**src/rtl/debounce_pkg.sv**
```systemverilog
// Shared constants for the debounce bank.
//   DEF_N_CH        default number of channels
//   DEF_CNT_W       default stability counter / threshold width
//   DEF_SYNC_STAGES default synchroniser depth
//   MIN_THRESH      smallest effective threshold; a programmed 0 is raised to this
package debounce_pkg;

  localparam int unsigned DEF_N_CH        = 4;
  localparam int unsigned DEF_CNT_W       = 20;
  localparam int unsigned DEF_SYNC_STAGES = 2;
  localparam int unsigned MIN_THRESH      = 1;

endpackage

```
**src/rtl/debounce_channel.sv**
```systemverilog
// One debounce channel: input synchroniser, stability counter, clean level and
// registered rise/fall pulses.
//   clk          clock, rising edge
//   rst          asynchronous active-high reset
//   i_bouncy     raw asynchronous input
//   i_thresh_eff effective threshold, always >= 1
//   i_en         count enable; low freezes counter and clean level
//   o_clean      debounced level (registered)
//   o_rise       one-cycle pulse in the first cycle o_clean shows 1
//   o_fall       one-cycle pulse in the first cycle o_clean shows 0
//   o_commit     high in the cycle before o_clean changes (feeds the bank's OR)
module debounce_channel
  import debounce_pkg::*;
#(
  parameter int unsigned CNT_W       = DEF_CNT_W,
  parameter int unsigned SYNC_STAGES = DEF_SYNC_STAGES,
  parameter logic        RESET_VAL   = 1'b0
) (
  input  logic             clk,
  input  logic             rst,
  input  logic             i_bouncy,
  input  logic [CNT_W-1:0] i_thresh_eff,
  input  logic             i_en,
  output logic             o_clean,
  output logic             o_rise,
  output logic             o_fall,
  output logic             o_commit
);

  logic [SYNC_STAGES-1:0] r_sync;
  logic [CNT_W-1:0]       r_cnt;
  logic                   r_clean;
  logic                   r_rise;
  logic                   r_fall;

  logic w_sync;
  logic w_mismatch;
  logic w_limit;
  logic w_commit;

  assign w_sync     = r_sync[SYNC_STAGES-1];
  assign w_mismatch = w_sync ^ r_clean;
  // >= rather than == so a threshold lowered below the running count commits
  // on the next mismatching cycle instead of counting up to a wrap.
  assign w_limit    = (r_cnt >= (i_thresh_eff - CNT_W'(1)));
  assign w_commit   = i_en & w_mismatch & w_limit;

  // Synchroniser keeps shifting even while i_en is low.
  always_ff @(posedge clk or posedge rst) begin
    if (rst) begin
      r_sync <= {SYNC_STAGES{RESET_VAL}};
    end else begin
      r_sync <= {r_sync[SYNC_STAGES-2:0], i_bouncy};
    end
  end

  // Counter restarts on any agreeing cycle and on commit; it only increments
  // while below the limit, so it can never wrap.
  always_ff @(posedge clk or posedge rst) begin
    if (rst) begin
      r_cnt <= '0;
    end else if (i_en) begin
      if (!w_mismatch || w_limit) begin
        r_cnt <= '0;
      end else begin
        r_cnt <= r_cnt + CNT_W'(1);
      end
    end
  end

  always_ff @(posedge clk or posedge rst) begin
    if (rst) begin
      r_clean <= RESET_VAL;
      r_rise  <= 1'b0;
      r_fall  <= 1'b0;
    end else begin
      r_rise <= w_commit & w_sync;
      r_fall <= w_commit & ~w_sync;
      if (w_commit) begin
        r_clean <= w_sync;
      end
    end
  end

  assign o_clean  = r_clean;
  assign o_rise   = r_rise;
  assign o_fall   = r_fall;
  assign o_commit = w_commit;

endmodule

```
**src/rtl/debounce_bank.sv**
```systemverilog
// Bank of N_CH independent debounce channels sharing one runtime threshold and
// enable, plus a combined change pulse.
//   clk         clock, rising edge
//   rst         asynchronous active-high reset
//   bouncy_in   [N_CH]  raw asynchronous inputs
//   thresh      [CNT_W] stable-cycle count, 0 behaves as 1, quasi-static
//   en          count enable; low freezes debounce state
//   clean_out   [N_CH]  debounced levels (registered)
//   rise        [N_CH]  one-cycle pulse when a clean bit goes 0->1
//   fall        [N_CH]  one-cycle pulse when a clean bit goes 1->0
//   any_change  one-cycle pulse when any clean bit changes
module debounce_bank
  import debounce_pkg::*;
#(
  parameter int unsigned N_CH        = DEF_N_CH,
  parameter int unsigned CNT_W       = DEF_CNT_W,
  parameter int unsigned SYNC_STAGES = DEF_SYNC_STAGES,
  parameter logic        RESET_VAL   = 1'b0
) (
  input  logic             clk,
  input  logic             rst,
  input  logic [N_CH-1:0]  bouncy_in,
  input  logic [CNT_W-1:0] thresh,
  input  logic             en,
  output logic [N_CH-1:0]  clean_out,
  output logic [N_CH-1:0]  rise,
  output logic [N_CH-1:0]  fall,
  output logic             any_change
);

  logic [CNT_W-1:0] w_thresh_eff;
  logic [N_CH-1:0]  w_commit;
  logic             r_any_change;

  // Clamp once here so every channel sees a threshold of at least 1.
  assign w_thresh_eff = (thresh < CNT_W'(MIN_THRESH)) ? CNT_W'(MIN_THRESH) : thresh;

  for (genvar g = 0; g < int'(N_CH); g++) begin : g_ch
    debounce_channel #(
      .CNT_W       (CNT_W),
      .SYNC_STAGES (SYNC_STAGES),
      .RESET_VAL   (RESET_VAL)
    ) u_channel (
      .clk          (clk),
      .rst          (rst),
      .i_bouncy     (bouncy_in[g]),
      .i_thresh_eff (w_thresh_eff),
      .i_en         (en),
      .o_clean      (clean_out[g]),
      .o_rise       (rise[g]),
      .o_fall       (fall[g]),
      .o_commit     (w_commit[g])
    );
  end

  // Registered alongside the channel pulses so it lines up with them.
  always_ff @(posedge clk or posedge rst) begin
    if (rst) begin
      r_any_change <= 1'b0;
    end else begin
      r_any_change <= |w_commit;
    end
  end

  assign any_change = r_any_change;

endmodule

```
**config.mk**
```make
export PLATFORM = sky130hd
export DESIGN_NAME = debounce_bank
export DESIGN_NICKNAME = d
export VERILOG_FILES = /design/src/rtl/debounce_pkg.sv /design/src/rtl/debounce_channel.sv /design/src/rtl/debounce_bank.sv
export SDC_FILE = /design/constraint.sdc
export NUM_CORES = 1
export LEC_CHECK = 0
export BUFFER_PORTS_ARGS = -buffer_cell sky130_fd_sc_hd__buf_2
export CAP_MARGIN = 5
export CORE_ASPECT_RATIO = 1.1
export CORE_UTILIZATION = 60
export DETAILED_ROUTE_END_ITERATION = 16
export GPL_TIMING_DRIVEN = 0
export HOLD_SLACK_MARGIN = 0.02
export PLACE_DENSITY = 0.79
export SLEW_MARGIN = 15
export SYNTH_ARGS = -nofsm -noshare
export SYNTH_HDL_FRONTEND = slang
export SYNTH_SLANG_ARGS = --single-unit
```
**constraint.sdc**
```tcl
create_clock -name clk -period 4.11 [get_ports clk]
set_clock_uncertainty 0.1 [all_clocks]
set_input_delay 0.2055 -clock clk [delete_from_list [all_inputs] [get_ports clk]]
set_output_delay 0.2055 -clock clk [all_outputs]
set_load 0.05 [all_outputs]
```
==> out/summary.json, run 1 <==
{
  "final.setup.worst_slack_ns": -0.6024,
  "grt_pass1_vias": 6623,
  "initial_antenna_violation_count": 0,
  "crit_path_start_kind": "input port",
  "clk_pin_slew_ns": 0.07,
  "timing.hold.worst_endpoint": "g_ch[3].u_channel.r_sync[1]$_DFF_PP0_",
  "worst_ir_drop_vdd_uv": 314.6,
  "yosys-top-cells-count": "sky130_fd_sc_hd__dfrtp_1, sky130_fd_sc_hd__nor2_1, sky130_fd_sc_hd__ha_1",
  "timing.critical_path.to_type": "register",
  "critical-path-top-cell-by-count": "sky130_fd_sc_hd__nor4_4",
  "postSynthNetCount": 833,
  "combined_area_of_the_multi_input_logic_cells_um2": 5283,
  "slowest_stage": "sky130_fd_sc_hd__nor4_4",
  "yosysTopAreaCellShare_pct": 36.69,
  "io_pins": 40,
  "ff_latch_area_um2": 2527,
  "finalWorstPathRequiredPeriod_ns": 4.712,
  "iter_0_drt_violations": 799,
  "ys_seq_elements": 101,
  "finalInstanceArea_um2": 9570,
  "pre_cts_ws_ns": -1.567,
  "reg2reg_from": "g_ch[2].u_channel.r_cnt[6]$_DFFE_PP0P_",
  "yosys-top-cells-area": "sky130_fd_sc_hd__dfrtp_1, sky130_fd_sc_hd__ha_1, sky130_fd_sc_hd__xor2_1",
  "die_area_um2": 11910,
  "yosys.area.top_type": "sky130_fd_sc_hd__dfrtp_1",
  "critPathMaxFanout": 5,
  "ys.flop_type": "sky130_fd_sc_hd__dfrtp_1",
  "worst-endpoint-required_ns": 4.31,
  "run_status": "complete, but fails checks",
  "min-delay-start": "g_ch[3].u_channel.r_sync[0]$_DFF_PP0_",
  "setup_viol": 93,
  "antenna_left": 0,
  "worst-path-buf-inv": 6,
  "ys_types": 61,
  "total_cts_buffers": 9,
  "rows": 40,
  "placement.io_buffers": 39,
  "core_area_um2": 11060,
  "route.vias.total": 7175,
  "placed_area_um2": 7430,
  "clock_latency_ns": 0.37,
  "drcViolationCount": 0,
  "tritoncts_num_sinks": 101,
  "violations": "negative setup slack",
  "flow.area_growth_from_synthesis_pct": 38.95,
  "timing.rr.end": "g_ch[2].u_channel.r_cnt[0]$_DFFE_PP0P_",
  "ctsRootBufferMaster": "sky130_fd_sc_hd__clkbuf_16",
  "cp.arrival_ns": 4.91,
  "die_x_um": 104.2,
  "post_synth_inst_count": 729,
  "cts_h_tree_depth": 3,
  "total_power_mw": 2.408,
  "power_leakage_nw": 4.092,
  "finalHoldViolations": 0,
  "cell_count_of_the_worst_reg_to_reg_path": 11,
  "power.density_cell_area_nw_per_um2": 251.6,
  "synth-seq-area-share_pct": 36.69,
  "path_depth": 23,
  "timing.critical_path.cells": "buf_2, nor4_4, nand4b_1, nor4_4, a21oi_4, ha_4, nand3b_1, buf_6, nor4_4, buf_12, xnor2_4, buf_4, ha_2, a221oi_2, o21ai_1, a21oi_1, o21ai_1, maj3_2, a2111oi_4, nor4_4, buf_6, buf_16, nor2_2",
  "worst_slew_pin_slew_ns": 1.314,
  "wl_per_cell_um": 26.47,
  "min_delay_path_depth": 0,
  "holdCritPathClass": "register to register",
  "die_h_um": 114.4,
  "first_pass_grt_wire_length_um": 33890,
  "globalRouteOverflowTotal": 0,
  "fillers": 474,
  "maxSlewViolCount": 0,
  "worst_setup_slack_for_register_to_register_paths_ns": 0.97,
  "slew_headroom_pct": 11.56,
  "drt_first_pass_iters": 7,
  "postSynthAreaPerCell_um2": 9.448,
  "fin_nets": 955,
  "post-dp-hpwl_um": 13150,
  "mappedNetlistArea_um2": 6888,
  "max_freq_mhz": 212.2,
  "post_route_cells_drive_above_1_share_pct": 35.63,
  "detail_route.vias_per_cell": 7.146,
  "ys.warnings.count": 0,
  "crit_path_class": "input port to register",
  "critical-path-top-delay-family": "simple AND/OR/NAND/NOR gates",
  "grt_usage_pct": 37.24,
  "place.gp.congestion": 0.9305,
  "largest_net_degree_at_the_start_of_global_routing": 61,
  "tritoncts": "built",
  "cp_slowest_stage_delay_ns": 0.48,
  "start_util_pct": 62.27,
  "synth_most_common_cell": "sky130_fd_sc_hd__dfrtp_1",
  "asyncSetResetFlopFracSynth_pct": 100.0,
  "drv.max_cap_violation_count": 0,
  "drt_wl_total_um": 26570,
  "clockBufferDepth": 2,
  "grt_setup_unrepaired": "true",
  "synth-edff-count": 0,
  "timing.final.crit_share_pct": 114.7
}
placed cells by master (no fill, tap or decap), types with 7 or more instances in the layout:
master	n
sky130_fd_sc_hd__dfrtp_1	101
sky130_fd_sc_hd__o21ai_1	9
sky130_fd_sc_hd__ha_1	65
sky130_fd_sc_hd__inv_1	26
sky130_fd_sc_hd__xnor2_1	19
sky130_fd_sc_hd__nand3_2	7
sky130_fd_sc_hd__xor2_1	46
sky130_fd_sc_hd__buf_6	28
sky130_fd_sc_hd__clkbuf_16	10
sky130_fd_sc_hd__clkbuf_1	12
sky130_fd_sc_hd__nand4_1	24
sky130_fd_sc_hd__buf_12	7
sky130_fd_sc_hd__nor3_1	11
sky130_fd_sc_hd__nor2_2	14
sky130_fd_sc_hd__and3_1	16
sky130_fd_sc_hd__nor4_4	8
sky130_fd_sc_hd__nand2b_1	7
sky130_fd_sc_hd__ha_4	11
sky130_fd_sc_hd__nand2_1	52
sky130_fd_sc_hd__buf_4	46
sky130_fd_sc_hd__nor2_4	27
sky130_fd_sc_hd__a21oi_2	24
sky130_fd_sc_hd__a21oi_1	17
sky130_fd_sc_hd__nor2_1	37
sky130_fd_sc_hd__nand3_1	32
sky130_fd_sc_hd__buf_2	35
metrics by stage:
step / util, % / TNS [ns] / cells / hold WS [ns]
finish: 86.53 / -37.82 / 1004 / 0.2481
global route: 86.50 / -53.89 / 1003 / 0.2605
CTS: 78.60 / -9.782 / 970 / 0.2512
detailed placement: 67.17 / -112.28 / 916 / 0.1361
global placement: 66.88 / -93.92 / 915 / 0.2135
floorplan: - / -0.9346 / 729 / 0.1369
logic make-up after synthesis:
kind of cell | synth area share (%)
flip-flops | 36.69
XOR/XNOR | 9.918
multiplexers | 1.090
adder cells (fa/ha/maj) | 14.60
buffers and inverters | 3.760
AND/OR/NAND/NOR | 21.11
AO/OA/AOI/OAI | 12.83
worst reg2reg max path: cells and delay by family (launching register included):
family / cells / cell delay [ns]
adder cells (fa/ha/maj): 1 / 0.39
buffers and inverters: 2 / 0.32
AO/OA/AOI/OAI: 3 / 0.82
flip-flops: 1 / 0.47
multiplexers: 1 / 0.23
AND/OR/NAND/NOR: 4 / 0.72
where the power goes:
| group | switching, mW | internal, mW |
|---|---|---|
| sequential | 0.0427 | 1.02 |
| combinational | 0.295 | 0.191 |
| clock | 0.412 | 0.446 |
state kept, by name, summed over array words and instances, names as in the netlist:
signal and cells:
g_ch.u_channel.o_rise 4, g_ch.u_channel.o_clean 4, g_ch.u_channel.r_cnt 80, g_ch.u_channel.o_fall 4, g_ch.u_channel.r_sync 8, any_change 1
routing by layer:
layer,GRT usage (%),up-vias,share of wire (%)
li1,-,2894,-
met3,8.879,236,9.8
met5,0,-,0
met4,25.05,0,9.7
met1,42.59,3445,34
met2,62.58,600,47
area by class of cell:
| type | instances | area share, % |
|---|---|---|
| diodes | 1 | 0.02615 |
| plain buffers | 27 | 2.092 |
| clock buffers | 13 | 2.719 |
| clock inverters | 3 | 0.1961 |
| inverters | 27 | 1.111 |
| multi-input cells | 575 | 55.20 |
| flip-flops and latches | 101 | 26.41 |
| well taps | 147 | 1.922 |
| repair buffers | 110 | 10.33 |
worst max-delay path by stage:
stage	startpoint	slack [ns]	endpoint
floorplan	thresh[4]	-0.11	g_ch[3].u_channel.o_clean$_DFFE_PP0P_
global placement	thresh[14]	-1.31	g_ch[3].u_channel.o_clean$_DFFE_PP0P_
CTS	thresh[2]	-0.18	g_ch[1].u_channel.r_cnt[7]$_DFFE_PP0P_
finish	thresh[7]	-0.60	g_ch[0].u_channel.r_cnt[2]$_DFFE_PP0P_
detailed placement	thresh[10]	-1.57	g_ch[3].u_channel.o_clean$_DFFE_PP0P_
global route	thresh[7]	-0.72	g_ch[3].u_channel.o_clean$_DFFE_PP0P_
what timing repair did:
action | 4_1_cts | 5_1_grt
setup buffers | 29 | 32
endpoints found under the setup margin | 93 | 93
gates cloned | 4 | 1
resized for setup | 120 | 132
endpoints found under the hold margin | 45 | 0
hold buffers | 5 | 0
pin swaps | 72 | 90
(Power assumes the default switching activity.)
==> inputs of run 2 (changes only) <==
--- a/config.mk
+++ b/config.mk
@@ -10,7 +10,6 @@
 export CORE_ASPECT_RATIO = 1.1
 export CORE_UTILIZATION = 60
 export DETAILED_ROUTE_END_ITERATION = 16
-export GPL_TIMING_DRIVEN = 0
 export HOLD_SLACK_MARGIN = 0.02
 export PLACE_DENSITY = 0.79
 export SLEW_MARGIN = 15
==> run 2 against run 1 <==
Net effect: the flow still finishes with violations (negative setup slack); wire length down 18%; first-iteration DRC count down 46%; critical endpoint is now g_ch[2].u_channel.r_cnt[18]$_DFFE_PP0P_; total power down 4.1%; cell count unchanged; fmax up 12%; non-clock buffer count up 2; die area unchanged; critical path depth down 3.
==> out/summary.json, run 2 (synthesis results as in run 1) <==
{
  "rows": {"value": 40, "change": "unchanged"},
  "final_core_utilization": {"value": 82.01, "unit": "%", "change": "-4.5 points"},
  "post_layout_nonfiller_instances": {"value": 1004, "change": "unchanged"},
  "tritoncts_num_sinks": {"value": 101, "change": "unchanged"},
  "grt_setup_unrepaired": "true",
  "power.density_cell_area": {"value": 254.5, "unit": "nW/um^2", "change": "+1.1%"},
  "iter_0_drt_violations": {"value": 433, "change": "-46%"},
  "place.gp.congestion": {"value": 0.9108, "change": "-2.1%"},
  "antenna_left": {"value": 0, "change": "unchanged"},
  "ctsRootBufferMaster": "sky130_fd_sc_hd__clkbuf_16",
  "antenna_cells_inserted": {"value": 0, "change": "-1"},
  "finalWorstPathRequiredPeriod": {"value": 4.220, "unit": "ns", "change": "-0.4925 ns"},
  "initial_antenna_violation_count": {"value": 0, "change": "unchanged"},
  "maxSlewViolCount": {"value": 0, "change": "unchanged"},
  "worst_setup_slack_for_register_to_register_paths": {"value": 0.95, "unit": "ns", "change": "-0.02 ns"},
  "power_leakage": {"value": 4.080, "unit": "nW", "change": "-0.29%"},
  "globalRouteOverflowTotal": {"value": 0, "change": "unchanged"},
  "cts_h_tree_depth": {"value": 3, "change": "unchanged"},
  "worst_ir_drop_vdd": {"value": 246.0, "unit": "uV", "change": "-22%"},
  "timing.rr.end": "g_ch[2].u_channel.r_cnt[18]$_DFFE_PP0P_",
  "reg2reg_from": "g_ch[2].u_channel.r_cnt[6]$_DFFE_PP0P_",
  "largest_net_degree_at_the_start_of_global_routing": {"value": 78, "change": "+28%"},
  "post-dp-hpwl": {"value": 13370, "unit": "um", "change": "+1.7%"},
  "fillers": {"value": 569, "change": "+20%"},
  "timing.hold.worst_endpoint": "g_ch[0].u_channel.r_sync[1]$_DFF_PP0_",
  "combined_area_of_the_multi_input_logic_cells": {"value": 4833, "unit": "um^2", "change": "-8.5%"},
  "start_util": {"value": 62.27, "unit": "%", "change": "unchanged"},
  "drcViolationCount": {"value": 0, "change": "unchanged"},
  "detail_route.vias_per_cell": {"value": 6.565, "change": "-8.1%"},
  "violations": "negative setup slack",
  "fin_nets": {"value": 956, "change": "+0.10%"},
  "drv.max_cap_violation_count": {"value": 0, "change": "unchanged"},
  "layout.cells.most_common_list": "sky130_fd_sc_hd__dfrtp_1, sky130_fd_sc_hd__buf_4, sky130_fd_sc_hd__ha_1",
  "holdCritPathClass": "register to register",
  "worst_slew_pin_slew": {"value": 0.9553, "unit": "ns", "change": "-0.3591 ns"},
  "total_power": {"value": 2.308, "unit": "mW", "change": "-4.1%"},
  "total_cts_buffers": {"value": 9, "change": "unchanged"},
  "cp_slowest_stage_delay": {"value": 0.40, "unit": "ns", "change": "-0.08 ns"},
  "cp.arrival": {"value": 4.40, "unit": "ns", "change": "-0.51 ns"},
  "run_status": "complete, but fails checks",
  "slew_headroom": {"value": 36.31, "unit": "%", "change": "+25 points"},
  "route.vias.total": {"value": 6591, "change": "-8.1%"},
  "largestRegisters": "g_ch.u_channel.r_cnt: 80 flops, g_ch.u_channel.r_sync: 8 flops",
  "die_area": {"value": 11910, "unit": "um^2", "change": "unchanged"},
  "worst-endpoint-required": {"value": 4.29, "unit": "ns", "change": "-0.02 ns"},
  "fin_hold_ws": {"value": 0.2524, "unit": "ns", "change": "+0.004359 ns"},
  "largest_reg_flops": {"value": 80, "change": "unchanged"},
  "grt_pass1_vias": {"value": 6269, "change": "-5.3%"},
  "post_route_cells_drive_above_1_share": {"value": 30.57, "unit": "%", "change": "-5.1 points"},
  "timing.critical_path.cells": "buf_6, nor4_4, nand4b_1, nor4_4, a21oi_2, ha_2, buf_4, nand2_1, xor2_1, ha_1, and4_1, a2111oi_1, o21ai_1, nand2_1, nand3_1, a2111oi_4, buf_6, nand3_4, clkbuf_16, a21oi_2",
  "crit_path_class": "input port to register",
  "use_met2": {"value": 54.67, "unit": "%", "change": "-7.9 points"},
  "first_pass_grt_wire_length": {"value": 30650, "unit": "um", "change": "-9.5%"},
  "final.setup.worst_slack": {"value": -0.1099, "unit": "ns", "change": "+0.4925 ns"},
  "die_x": {"value": 104.2, "unit": "um", "change": "unchanged"},
  "grt_usage": {"value": 33.19, "unit": "%", "change": "-4.0 points"},
  "tritoncts": "built",
  "wl_per_cell": {"value": 21.80, "unit": "um", "change": "-18%"},
  "use_met3": {"value": 6.147, "unit": "%", "change": "-2.7 points"},
  "global_routing_usage_on_met1": {"value": 41.76, "unit": "%", "change": "-0.83 points"},
  "clockBufferDepth": {"value": 2, "change": "unchanged"},
  "placement.io_buffers": {"value": 39, "change": "unchanged"},
  "clock_latency": {"value": 0.36, "unit": "ns", "change": "about the same"},
  "place.detailed.instances": {"value": 958, "change": "+4.6%"},
  "timing.final.crit_share": {"value": 102.7, "unit": "%", "change": "-12 points"},
  "min-delay-start": "g_ch[0].u_channel.r_sync[0]$_DFF_PP0_",
  "core_area": {"value": 11060, "unit": "um^2", "change": "unchanged"},
  "flow.area_growth_from_synthesis_pct": 31.70,
  "min_delay_path_depth": {"value": 0, "change": "unchanged"},
  "ff_latch_area": {"value": 2527, "unit": "um^2", "change": "unchanged"},
  "clk_pin_slew": {"value": 0.07, "unit": "ns", "change": "about the same"},
  "finalHoldViolations": {"value": 0, "change": "unchanged"},
  "cell_count_of_the_worst_reg_to_reg_path": {"value": 11, "change": "unchanged"},
  "io_pins": {"value": 40, "change": "unchanged"},
  "pre_cts_ws": {"value": -0.6661, "unit": "ns", "change": "+0.9012 ns"},
  "die_h": {"value": 114.4, "unit": "um", "change": "unchanged"},
  "layer_carrying_the_most_global_route_usage": "met2",
  "max_flop_register": "g_ch.u_channel.r_cnt",
  "critPathMaxFanout": {"value": 6, "change": "+1"},
  "setup_viol": {"value": 15, "change": "-84%"},
  "layout_commonest_cell": "sky130_fd_sc_hd__dfrtp_1",
  "slowest_stage": "sky130_fd_sc_hd__a2111oi_4",
  "timing.critical_path.to_type": "register",
  "max_freq": {"value": 237.0, "unit": "MHz", "change": "+12%"},
  "crit_path_start_kind": "input port",
  "drt_first_pass_iters": {"value": 5, "change": "-2"},
  "drt_wl_total": {"value": 21890, "unit": "um", "change": "-18%"}
}
[run 2: what timing repair did]
action                                 CTS  global route
hold buffers                             5             0
setup endpoints to repair               68            92
cloned                                   0             5
endpoints found under the hold margin   80             0
gates resized for setup                  8           131
buffers inserted                         1            20
pin swaps                                4            58
[run 2: metrics by stage]
step                      TNS (ns)  cell area (um^2)
after floorplan            -0.9346              7018
after global placement      -25.59              7751
after detailed placement    -42.29              7751
after CTS                        0              8163
after global routing        -8.313              9071
final                      -0.6542              9071
[run 2: layout make-up]
class / count / share of cell area (%)
Clock inverter: 4 / 0.2483
Clock buffer: 12 / 2.828
Multi-Input combinational cell: 574 / 53.28
Tap cell: 147 / 2.028
Sequential cell: 101 / 27.86
Inverter: 27 / 1.145
Timing Repair Buffer: 139 / 12.61
[run 2: metal layers]
metal	wire, um	vias to the layer above
met1	8308	3232
met5	0	-
li1	-	2892
met3	1872	100
met4	1091	0
met2	10620	367
[run 2: report_power, final]
group          internal [mW]  switching [mW]  total, mW
Clock                  0.441           0.375      0.816
Combinational          0.181           0.247      0.429
Sequential              1.02          0.0421       1.06
[run 2: worst max path at each step]
stage	from	slack [ns]	cells past startpoint	end
floorplan	thresh[4]	-0.11	15	g_ch[3].u_channel.o_clean$_DFFE_PP0P_
global placement	thresh[4]	-0.42	17	g_ch[1].u_channel.r_cnt[15]$_DFFE_PP0P_
detailed placement	thresh[9]	-0.67	22	g_ch[1].u_channel.r_cnt[6]$_DFFE_PP0P_
CTS	thresh[4]	0.005	17	g_ch[1].u_channel.o_clean$_DFFE_PP0P_
global route	thresh[11]	-0.30	23	g_ch[2].u_channel.r_cnt[18]$_DFFE_PP0P_
finish	thresh[11]	-0.11	20	g_ch[2].u_channel.r_cnt[18]$_DFFE_PP0P_
[run 2: worst max-delay path, delay by kind of cell]
kind            cells  cell delay, ns
simple gates        8            1.62
compound gates      5            1.16
buf+inv             4            0.69
fa+ha+maj           2            0.49
xor+xnor            1            0.24
==> inputs of run 3 (changes only) <==
--- a/config.mk
+++ b/config.mk
@@ -12,6 +12,7 @@
 export DETAILED_ROUTE_END_ITERATION = 16
 export HOLD_SLACK_MARGIN = 0.02
 export PLACE_DENSITY = 0.79
+export RECOVER_POWER = 100
 export SLEW_MARGIN = 15
 export SYNTH_ARGS = -nofsm -noshare
 export SYNTH_HDL_FRONTEND = slang
==> run 3 against run 2 <==
Net effect: the flow finishes with violations (max-capacitance violations, max-slew violations, negative setup slack); die area did not move; sequential share of layout area rose by 0.065 points; clock-buffer cell count stayed put; cell count unchanged; setup slack lost 0.013 ns; fmax is 0.30% lower; non-clock buffer count unchanged; wire length grew 0.25%; utilization shrank 0.19 points; global-route usage is the same; first-iteration DRC count is 8.8% higher; via count decreased by 0.39%.
==> out/summary.json, run 3 (synthesis results as in run 1) <==
{
  "power.density_cell_area": {"value": 255.4, "unit": "nW/um^2", "change": "+0.36%"},
  "clockBufferDepth": {"value": 2, "change": "unchanged"},
  "ctsRootBufferMaster": "sky130_fd_sc_hd__clkbuf_16",
  "layout_commonest_cell": "sky130_fd_sc_hd__dfrtp_1",
  "io_pins": {"value": 40, "change": "unchanged"},
  "flow.area_growth_from_synthesis_pct": 31.39,
  "run_status": "complete, but fails checks",
  "iter_0_drt_violations": {"value": 471, "change": "+8.8%"},
  "initial_antenna_violation_count": {"value": 0, "change": "unchanged"},
  "rows": {"value": 40, "change": "unchanged"},
  "route.vias.total": {"value": 6565, "change": "-0.39%"},
  "cts_h_tree_depth": {"value": 3, "change": "unchanged"},
  "worst_ir_drop_vdd": {"value": 247.1, "unit": "uV", "change": "+0.43%"},
  "power_leakage": {"value": 4.022, "unit": "nW", "change": "-1.4%"},
  "finalInstanceArea": {"value": 9050, "unit": "um^2", "change": "-0.23%"},
  "antenna_cells_inserted": {"value": 0, "change": "unchanged"},
  "largest_net_degree_at_the_start_of_global_routing": {"value": 78, "change": "unchanged"},
  "finalWorstPathRequiredPeriod": {"value": 4.232, "unit": "ns", "change": "+0.01251 ns"},
  "layout.cells.most_common_list": "sky130_fd_sc_hd__dfrtp_1, sky130_fd_sc_hd__buf_4, sky130_fd_sc_hd__ha_1",
  "crit_path_start_kind": "input port",
  "placement.io_buffers": {"value": 39, "change": "unchanged"},
  "cp.arrival": {"value": 4.42, "unit": "ns", "change": "+0.02 ns"},
  "grt_usage": {"value": 33.19, "unit": "%", "change": "unchanged"},
  "die_x": {"value": 104.2, "unit": "um", "change": "unchanged"},
  "largestRegisters": "g_ch.u_channel.r_cnt: 80 flops, g_ch.u_channel.r_sync: 8 flops",
  "tritoncts": "built",
  "slew_headroom": {"value": -96.49, "unit": "%", "change": "-130 points"},
  "largest_reg_flops": {"value": 80, "change": "unchanged"},
  "max_freq": {"value": 236.3, "unit": "MHz", "change": "-0.30%"},
  "critPathMaxFanout": {"value": 6, "change": "unchanged"},
  "total_power": {"value": 2.311, "unit": "mW", "change": "+0.12%"},
  "final.setup.worst_slack": {"value": -0.1224, "unit": "ns", "change": "-0.01252 ns"},
  "total_cts_buffers": {"value": 9, "change": "unchanged"},
  "clock_latency": {"value": 0.36, "unit": "ns", "change": "about the same"},
  "violations": "max-capacitance violations, max-slew violations, negative setup slack",
  "drt_first_pass_iters": {"value": 5, "change": "unchanged"},
  "worst-endpoint-required": {"value": 4.29, "unit": "ns", "change": "about the same"},
  "antenna_left": {"value": 0, "change": "unchanged"},
  "die_h": {"value": 114.4, "unit": "um", "change": "unchanged"},
  "timing.final.crit_share": {"value": 103.0, "unit": "%", "change": "+0.30 points"},
  "timing.critical_path.to_type": "register",
  "holdCritPathClass": "register to register",
  "fillers": {"value": 578, "change": "+1.6%"},
  "crit_path_class": "input port to register",
  "fin_hold_ws": {"value": 0.2519, "unit": "ns", "change": "-0.0005090 ns"},
  "place.gp.congestion": {"value": 0.9108, "change": "unchanged"},
  "ff_latch_area": {"value": 2527, "unit": "um^2", "change": "unchanged"},
  "first_pass_grt_wire_length": {"value": 30650, "unit": "um", "change": "unchanged"},
  "placed_area": {"value": 7751, "unit": "um^2", "change": "unchanged"},
  "combined_area_of_the_multi_input_logic_cells": {"value": 4833, "unit": "um^2", "change": "unchanged"},
  "globalRouteOverflowTotal": {"value": 0, "change": "unchanged"},
  "grt_pass1_vias": {"value": 6269, "change": "unchanged"},
  "grt_setup_unrepaired": "true",
  "drv.max_cap_violation_count": {"value": 1, "change": "+1"},
  "clk_pin_slew": {"value": 0.07, "unit": "ns", "change": "about the same"},
  "pre_cts_ws": {"value": -0.6661, "unit": "ns", "change": "unchanged"},
  "finalHoldViolations": {"value": 0, "change": "unchanged"},
  "detail_route.vias_per_cell": {"value": 6.539, "change": "-0.39%"},
  "setup_viol": {"value": 16, "change": "+1"},
  "tritoncts_num_sinks": {"value": 101, "change": "unchanged"},
  "drt_wl_total": {"value": 21940, "unit": "um", "change": "+0.25%"},
  "die_area": {"value": 11910, "unit": "um^2", "change": "unchanged"},
  "core_area": {"value": 11060, "unit": "um^2", "change": "unchanged"},
  "post-dp-hpwl": {"value": 13370, "unit": "um", "change": "unchanged"},
  "max_flop_register": "g_ch.u_channel.r_cnt",
  "fin_nets": {"value": 956, "change": "unchanged"},
  "post_route_cells_drive_above_1_share": {"value": 28.94, "unit": "%", "change": "-1.6 points"},
  "wl_per_cell": {"value": 21.86, "unit": "um", "change": "+0.25%"},
  "maxSlewViolCount": {"value": 78, "change": "+78"},
  "worst_slew_pin_slew": {"value": 2.944, "unit": "ns", "change": "+1.989 ns"},
  "drcViolationCount": {"value": 0, "change": "unchanged"},
  "start_util": {"value": 62.27, "unit": "%", "change": "unchanged"}
}
-- run 3: cell count changes in the layout (fill, tap and decap cells not counted) --
cell / delta
sky130_fd_sc_hd__buf_2: -12
sky130_fd_sc_hd__buf_4: -1
sky130_fd_sc_hd__clkbuf_1: +13
sky130_fd_sc_hd__inv_1: +1
sky130_fd_sc_hd__inv_4: -1
-- run 3: per-stage QoR --
stage / util, % / instances / TNS [ns]
after global placement: 70.08 / 958 / -25.59
final: 81.82 / 1004 / -0.8771
after CTS: 73.80 / 980 / 0
after floorplan: - / 729 / -0.9346
after detailed placement: 70.08 / 958 / -42.29
after global routing: 81.82 / 1004 / -8.313
-- run 3: metal layers --
| layer | GRT usage (%) | routed length [um] | vias to the layer above |
|---|---|---|---|
| met5 | 0 | 0 | - |
| met4 | 17.81 | 1051 | 0 |
| li1 | - | - | 2893 |
| met3 | 6.147 | 1841 | 91 |
| met1 | 41.76 | 8382 | 3217 |
| met2 | 54.67 | 10670 | 364 |
-- run 3: layout make-up --
class | instances | share of cell area, %
inverters | 27 | 1.120
repair buffers | 139 | 12.43
clock inverters | 4 | 0.2489
clock buffers | 12 | 2.834
multi-input cells | 574 | 53.41
well taps | 147 | 2.032
flip-flops and latches | 101 | 27.93
-- run 3: final timing paths --
kind                       slack, ns                                    from  cells past startpoint                                 endpoint
setup / recovery               -0.12                              thresh[11]                     20  g_ch[2].u_channel.r_cnt[18]$_DFFE_PP0P_
hold / removal                  0.25   g_ch[0].u_channel.r_sync[0]$_DFF_PP0_                      0    g_ch[0].u_channel.r_sync[1]$_DFF_PP0_
setup reg to reg                0.94  g_ch[2].u_channel.r_cnt[6]$_DFFE_PP0P_                     11  g_ch[2].u_channel.r_cnt[18]$_DFFE_PP0P_
hold reg to reg                 0.25   g_ch[0].u_channel.r_sync[0]$_DFF_PP0_                      0    g_ch[0].u_channel.r_sync[1]$_DFF_PP0_
max in group asynchronous       0.71                                     rst                      4  g_ch[0].u_channel.r_cnt[19]$_DFFE_PP0P_
min in group asynchronous       1.35                                     rst                      3   g_ch[3].u_channel.r_cnt[1]$_DFFE_PP0P_
-- run 3: worst max-delay path, stage by stage --
cell,delay [ns]
sky130_fd_sc_hd__buf_6,0.10
sky130_fd_sc_hd__nor4_4,0.37
sky130_fd_sc_hd__nand4b_1,0.24
sky130_fd_sc_hd__nor4_4,0.32
sky130_fd_sc_hd__a21oi_2,0.10
sky130_fd_sc_hd__ha_2,0.19
sky130_fd_sc_hd__buf_4,0.16
sky130_fd_sc_hd__nand2_1,0.09
sky130_fd_sc_hd__xor2_1,0.25
sky130_fd_sc_hd__ha_1,0.31
sky130_fd_sc_hd__and4_1,0.17
sky130_fd_sc_hd__a2111oi_1,0.30
sky130_fd_sc_hd__o21ai_1,0.19
sky130_fd_sc_hd__nand2_1,0.15
sky130_fd_sc_hd__nand3_1,0.14
sky130_fd_sc_hd__a2111oi_4,0.40
sky130_fd_sc_hd__buf_6,0.19
sky130_fd_sc_hd__nand3_4,0.14
sky130_fd_sc_hd__clkbuf_16,0.23
sky130_fd_sc_hd__a21oi_2,0.16
-- run 3: timing repair --
item | CTS | global route
hold buffers | 5 | 0
setup endpoints to repair | 68 | 92
setup buffers | 1 | 20
gates cloned | 0 | 5
pin swaps | 4 | 58
gates resized for setup | 8 | 131
hold endpoints to repair | 80 | 0
-- run 3: power by group --
group	switching, mW	leakage (nW)	total [mW]	internal, mW
clock	0.377	0.138	0.818	0.441
combinational	0.248	2.50	0.429	0.181
sequential	0.0419	1.38	1.06	1.02
total	0.667	4.02	2.31	1.64
